### config.mk
export PLATFORM = sky130hd
export DESIGN_NAME = mem_access
export DESIGN_NICKNAME = d
export VERILOG_FILES = /design/src/rtl/mem_access.sv
export SDC_FILE = /design/constraint.sdc
export NUM_CORES = 1
export LEC_CHECK = 0
export CORE_MARGIN = 2
export CORE_UTILIZATION = 46
export CTS_BUF_LIST = sky130_fd_sc_hd__clkbuf_2
export DETAILED_ROUTE_END_ITERATION = 8
export GPL_TIMING_DRIVEN = 0
export PLACE_DENSITY = 0.81
export SLEW_MARGIN = 30
export SYNTH_ARGS = -nofsm -noshare
export SYNTH_HDL_FRONTEND = slang
export SYNTH_SLANG_ARGS = --single-unit
### constraint.sdc
create_clock -name clk -period 2.6 [get_ports clk]
set_input_delay 0.52 -clock clk [delete_from_list [all_inputs] [get_ports clk]]
set_output_delay 0.52 -clock clk [all_outputs]
set_load 0.005 [all_outputs]
### src/rtl/mem_access.sv
// MEM stage: performs LB/LW/SB/SW over a req/ack bus with byte-lane steering,
// LB sign extension and an ack timeout; registers write-back results for WB.
module mem_access #(
    parameter int unsigned ACK_TIMEOUT = 16
) (
    input  logic        clk,
    input  logic        rst,
    input  logic [2:0]  mem_op_i,
    input  logic [31:0] mem_addr_i,
    input  logic [31:0] mem_sdata_i,
    input  logic        wreg_en_i,
    input  logic [4:0]  wreg_addr_i,
    input  logic [31:0] wreg_data_i,
    output logic        bus_req_o,
    output logic        bus_we_o,
    output logic [31:0] bus_addr_o,
    output logic [3:0]  bus_be_o,
    output logic [31:0] bus_wdata_o,
    input  logic        bus_ack_i,
    input  logic [31:0] bus_rdata_i,
    output logic        stall_req_o,
    output logic        wb_en_o,
    output logic [4:0]  wb_addr_o,
    output logic [31:0] wb_data_o,
    output logic        misalign_o,
    output logic        bus_err_o
);

    typedef enum logic [1:0] {StIdle, StReq, StDone} state_e;

    localparam int unsigned CntW = (ACK_TIMEOUT > 1) ? $clog2(ACK_TIMEOUT) : 1;
    localparam logic [CntW-1:0] CntLast = CntW'(ACK_TIMEOUT - 1);

    state_e          state_q;
    logic [CntW-1:0] cnt_q;
    logic            abort_q;
    logic            load_q;
    logic            byte_q;
    logic [1:0]      lane_q;
    logic [31:0]     rdata_q;

    logic        is_lb, is_lw, is_sb, is_sw, is_mem, is_word, misaligned, start;
    logic [3:0]  be_d;
    logic [31:0] wdata_d;
    logic [7:0]  rbyte;

    always_comb begin
        is_lb      = (mem_op_i == 3'd1);
        is_lw      = (mem_op_i == 3'd2);
        is_sb      = (mem_op_i == 3'd3);
        is_sw      = (mem_op_i == 3'd4);
        is_mem     = is_lb | is_lw | is_sb | is_sw;
        is_word    = is_lw | is_sw;
        misaligned = is_word && (mem_addr_i[1:0] != 2'b00);
        start      = is_mem && !misaligned;
        be_d       = is_word ? 4'hF : (4'b0001 << mem_addr_i[1:0]);
        wdata_d    = is_sb ? {4{mem_sdata_i[7:0]}} : mem_sdata_i;
        rbyte      = bus_rdata_i[{lane_q, 3'b000} +: 8];
    end

    // DONE never stalls so the next instruction is accepted on the DONE edge.
    always_comb begin
        stall_req_o = ((state_q == StIdle) && start) || (state_q == StReq);
    end

    always_ff @(posedge clk) begin
        if (rst) begin
            state_q     <= StIdle;
            cnt_q       <= '0;
            abort_q     <= 1'b0;
            load_q      <= 1'b0;
            byte_q      <= 1'b0;
            lane_q      <= 2'b00;
            rdata_q     <= '0;
            bus_req_o   <= 1'b0;
            bus_we_o    <= 1'b0;
            bus_addr_o  <= '0;
            bus_be_o    <= '0;
            bus_wdata_o <= '0;
            wb_en_o     <= 1'b0;
            wb_addr_o   <= '0;
            wb_data_o   <= '0;
            misalign_o  <= 1'b0;
            bus_err_o   <= 1'b0;
        end else begin
            misalign_o <= 1'b0;
            bus_err_o  <= 1'b0;
            case (state_q)
                StIdle: begin
                    if (start) begin
                        state_q     <= StReq;
                        bus_req_o   <= 1'b1;
                        bus_we_o    <= is_sb | is_sw;
                        bus_addr_o  <= {mem_addr_i[31:2], 2'b00};
                        bus_be_o    <= be_d;
                        bus_wdata_o <= wdata_d;
                        cnt_q       <= '0;
                        abort_q     <= 1'b0;
                        load_q      <= is_lb | is_lw;
                        byte_q      <= is_lb;
                        lane_q      <= mem_addr_i[1:0];
                        wb_en_o     <= 1'b0;
                    end else if (misaligned) begin
                        wb_en_o    <= 1'b0;
                        misalign_o <= 1'b1;
                    end else begin
                        wb_en_o   <= wreg_en_i;
                        wb_addr_o <= wreg_addr_i;
                        wb_data_o <= wreg_data_i;
                    end
                end
                StReq: begin
                    wb_en_o <= 1'b0;
                    // Ack is tested first so it wins over a simultaneous expiry.
                    if (bus_ack_i) begin
                        bus_req_o <= 1'b0;
                        rdata_q   <= byte_q ? {{24{rbyte[7]}}, rbyte} : bus_rdata_i;
                        state_q   <= StDone;
                    end else if (ACK_TIMEOUT != 0) begin
                        if (cnt_q == CntLast) begin
                            bus_req_o <= 1'b0;
                            bus_err_o <= 1'b1;
                            abort_q   <= 1'b1;
                            state_q   <= StDone;
                        end else begin
                            cnt_q <= cnt_q + CntW'(1);
                        end
                    end
                end
                StDone: begin
                    if (load_q && !abort_q) begin
                        wb_en_o   <= wreg_en_i;
                        wb_addr_o <= wreg_addr_i;
                        wb_data_o <= rdata_q;
                    end else begin
                        wb_en_o <= 1'b0;
                    end
                    state_q <= StIdle;
                end
                default: state_q <= StIdle;
            endcase
        end
    end

endmodule

==> summary.txt <==
Status: completed
Final Slew Violations: 0
Hold Path Depth: 4
Max incr delay on CP: 0.39 ns
Post-route insts no fill: 1215
Fin crit share: 95.71%
Initial antenna violation count: 1
Largest net degree at the start of global routing: 17
Fraction of registers with async set or reset after synthesis: 0%
Initial DRT Pass Iterations: 5
Via count: 6493
Nets: 1164
Wire per inst: 17.07 microns
HP Class: in2reg
Vias per cell: 5.344
Ys flop type: dfxtp_1
Initial drt markers: 478
Worst EP required: 2.08 ns
IO buf count: 246
Boundary pin count: 251
Die Ht: 124.5 microns
Crit path launch type: register
Fillers: 1197
Final hold vios: 0
# Max-Cap Violations: 0
Starting Density: 46.52%
Slowest CP cell: dfxtp_2
Sequential standard cell area: 0.003025 sq mm
WP data arrival: 1.97 ns
CTS Root Cell: clkbuf_2
RD Place Congestion: 0.8757
Placed cell area: 0.009380 sq mm
Post-synth EDFFs: 0
Cell mode on critical path: buf_4
Post-Route WL: 20730 microns
Design Area, Final: 0.009714 sq mm
Placed cells: 1176
Unrepaired setup endpoints after global routing: no
Row count: 44
HPWL after detailed placement: 15730 microns
Mean Syn Cell Area: 8.972 sq um
First-pass GRT wire length: 33020 microns
Worst-path fanout max: 5
Tot GR Track Use: 26.40%
Leak: 0.003443 uW
Clock skew: 0.03813 ns
Syn. warnings: 0
Library cells used by synthesis: 55
Die width: 124.5 microns
Clock-pin slew on the worst setup and hold paths: 0.23 ns
Final core occ: 67.61%
Cells along the critical path: buf_4 > buf_4 > ha_2 > clkbuf_8 > inv_4 > nand2_1 > clkbuf_2
Area Overhead vs Synth: 45.34%
Number of H-tree levels: 4
Vias in the first global route: 6293
Crit path launch: state_q[0]
Mapped Area: 0.006684 sq mm
Worst-Skew Late Latency: 0.75 ns
CTS tree: built
Hold_sp: mem_op_i[1]
Total grt overflow: 0
Multi-input logic area: 0.003313 sq mm
Sink Count: 151
CTS max path bufs: 2
Seq/Total Area, Yosys: 45.23%
Layout cells sized above 1: 10.78%
Tightest hold margin: 0.2767 ns
Die area: 0.01551 sq mm
R2R cell count: 8
Core area: 0.01437 sq mm
Minimum clock period: 2.488 ns
Slew HR: 39.67%
Total CTS buffers: 17
Setup Viol. Count Final: 0
Crit Path Category: reg2out
Achievable Freq: 401.9 MHz
FF+latch count, synth: 151
CP Capture Type: primary output
# DRC: 0
PwrDens: 576.6 mW/mm^2
Slew @ Worst Pin: 0.8821 ns
# hold bufs at CTS: 0
ANT nets after route: 0
Reg2reg start: state_q[1]
VDD IR-drop max: 0.0003690 V
Mapped Cells: 745
## placed cells by master (no fill, tap or decap), drive strengths merged, types with 3 or more instances in the layout
cell           count
clkdlybuf4s50    244
dfxtp            151
nand2            100
nor2              95
clkbuf            63
a211oi            58
a21oi             56
mux2i             45
buf               33
nor3              25
a21o              25
o22ai             25
and3               8
o221ai             8
a2bb2oi            7
inv                7
clkinv             7
nand2b             6
o21ai              5
ha                 5
nand4              3
a311oi             3
nand3b             3
clkinvlp           3
## logic make-up after synthesis
family	Yosys count	share of synthesized area, %
buffers and inverters	76	5.691
AO/OA/AOI/OAI	205	23.77
flip-flops	151	45.23
XOR/XNOR	1	0.1311
other	1	0.05610
adder cells (fa/ha/maj)	5	0.9360
multiplexers	46	7.076
AND/OR/NAND/NOR	260	17.11
## Yosys cell counts, drive strengths merged, types with 2 or more instances
| cell type | n | area [sq um] |
|---|---|---|
| a2bb2oi | 7 | 61.31 |
| o221ai | 8 | 76.32 |
| a311oi | 3 | 26.28 |
| nor2b | 2 | 12.51 |
| and4 | 2 | 17.52 |
| nand4b | 2 | 17.52 |
| nor2 | 95 | 356.6 |
| o211ai | 2 | 15.01 |
| o31ai | 2 | 15.01 |
| buf | 25 | 188.9 |
| dfxtp | 151 | 3023 |
| nor4b | 2 | 17.52 |
| nor4 | 2 | 12.51 |
| and3 | 8 | 50.05 |
| nor3b | 2 | 26.28 |
| o22ai | 25 | 156.4 |
| ha | 5 | 62.56 |
| a211oi | 58 | 600.6 |
| a221oi | 2 | 17.52 |
| nand2 | 100 | 375.4 |
| or3 | 2 | 17.52 |
| o21ai | 5 | 25.02 |
| mux2i | 45 | 450.4 |
| clkbuf | 44 | 165.2 |
| a21oi | 56 | 280.3 |
| nand2b | 6 | 37.54 |
| and2 | 2 | 12.51 |
| a31oi | 2 | 12.51 |
| nor3 | 25 | 125.1 |
| a21o | 25 | 187.7 |
| nand3 | 2 | 10.01 |
| inv | 7 | 26.28 |
| nand4 | 3 | 18.77 |
| nand3b | 3 | 22.52 |
## cell type report
class	instances	share of cell area, %
Clock buffer	18	0.9274
Clock inverter	12	1.159
Tap cell	184	2.370
Buffer	68	3.993
Antenna cell	1	0.02576
Inverter	7	0.2962
Timing Repair Buffer	255	25.98
Multi-Input combinational cell	519	34.11
Sequential cell	151	31.14
## flip-flops by register name (all words and copies together), names as in the netlist
name         count
bus_wdata_o     32
rdata_q         32
wb_data_o       32
bus_addr_o      30
wb_addr_o        5
bus_be_o         4
cnt_q            4
lane_q           2
state_q          2
abort_q          1
bus_err_o        1
bus_req_o        1
bus_we_o         1
byte_q           1
load_q           1
misalign_o       1
wb_en_o          1
## report_power, final
part	leakage [uW]	internal (uW)	switching (uW)	total (uW)
logic	0.00208	920	769	1690
registers	0.00124	2550	125	2670
clock network	0.000121	414	826	1240
## repair_timing
action                     4_1_cts  5_1_grt
pin swaps                        1        0
setup endpoints to repair        1        1
buffers inserted                 9        0
gates resized for setup         24        1
## critical path: cells and delay by family, from the launching register on
kind	cells	cell delay, ns
DFF	1	0.39
buffers and inverters	5	0.58
adders and majority gates	1	0.18
and+or+nand+nor	1	0.06
## per-layer routing
layer / global-route usage [%] / share of wire (%)
met5: 0 / 0
met4: 9.187 / 3.1
met3: 6.357 / 5.7
met2: 42.11 / 46
met1: 35.05 / 45
## final timing paths
check / endpoint / slack (ns)
min: bus_be_o[3] / 0.28
max: stall_req_o / 0.11
max reg2reg: wb_data_o[27] / 0.48
min reg2reg: bus_addr_o[17] / 0.47
## stage by stage
step,setup TNS (ns),setup WS (ns),total power (uW)
2_1_floorplan,0,0.5298,3540
3_3_place_gp,-0.7468,-0.7467,4324
3_5_place_dp,-0.8309,-0.7601,4350
4_1_cts,0,0.01975,5628
5_1_grt,0,0.01350,5886
6_report,0,0.1115,5602
Note: power is estimated with default switching activity, not from simulation.
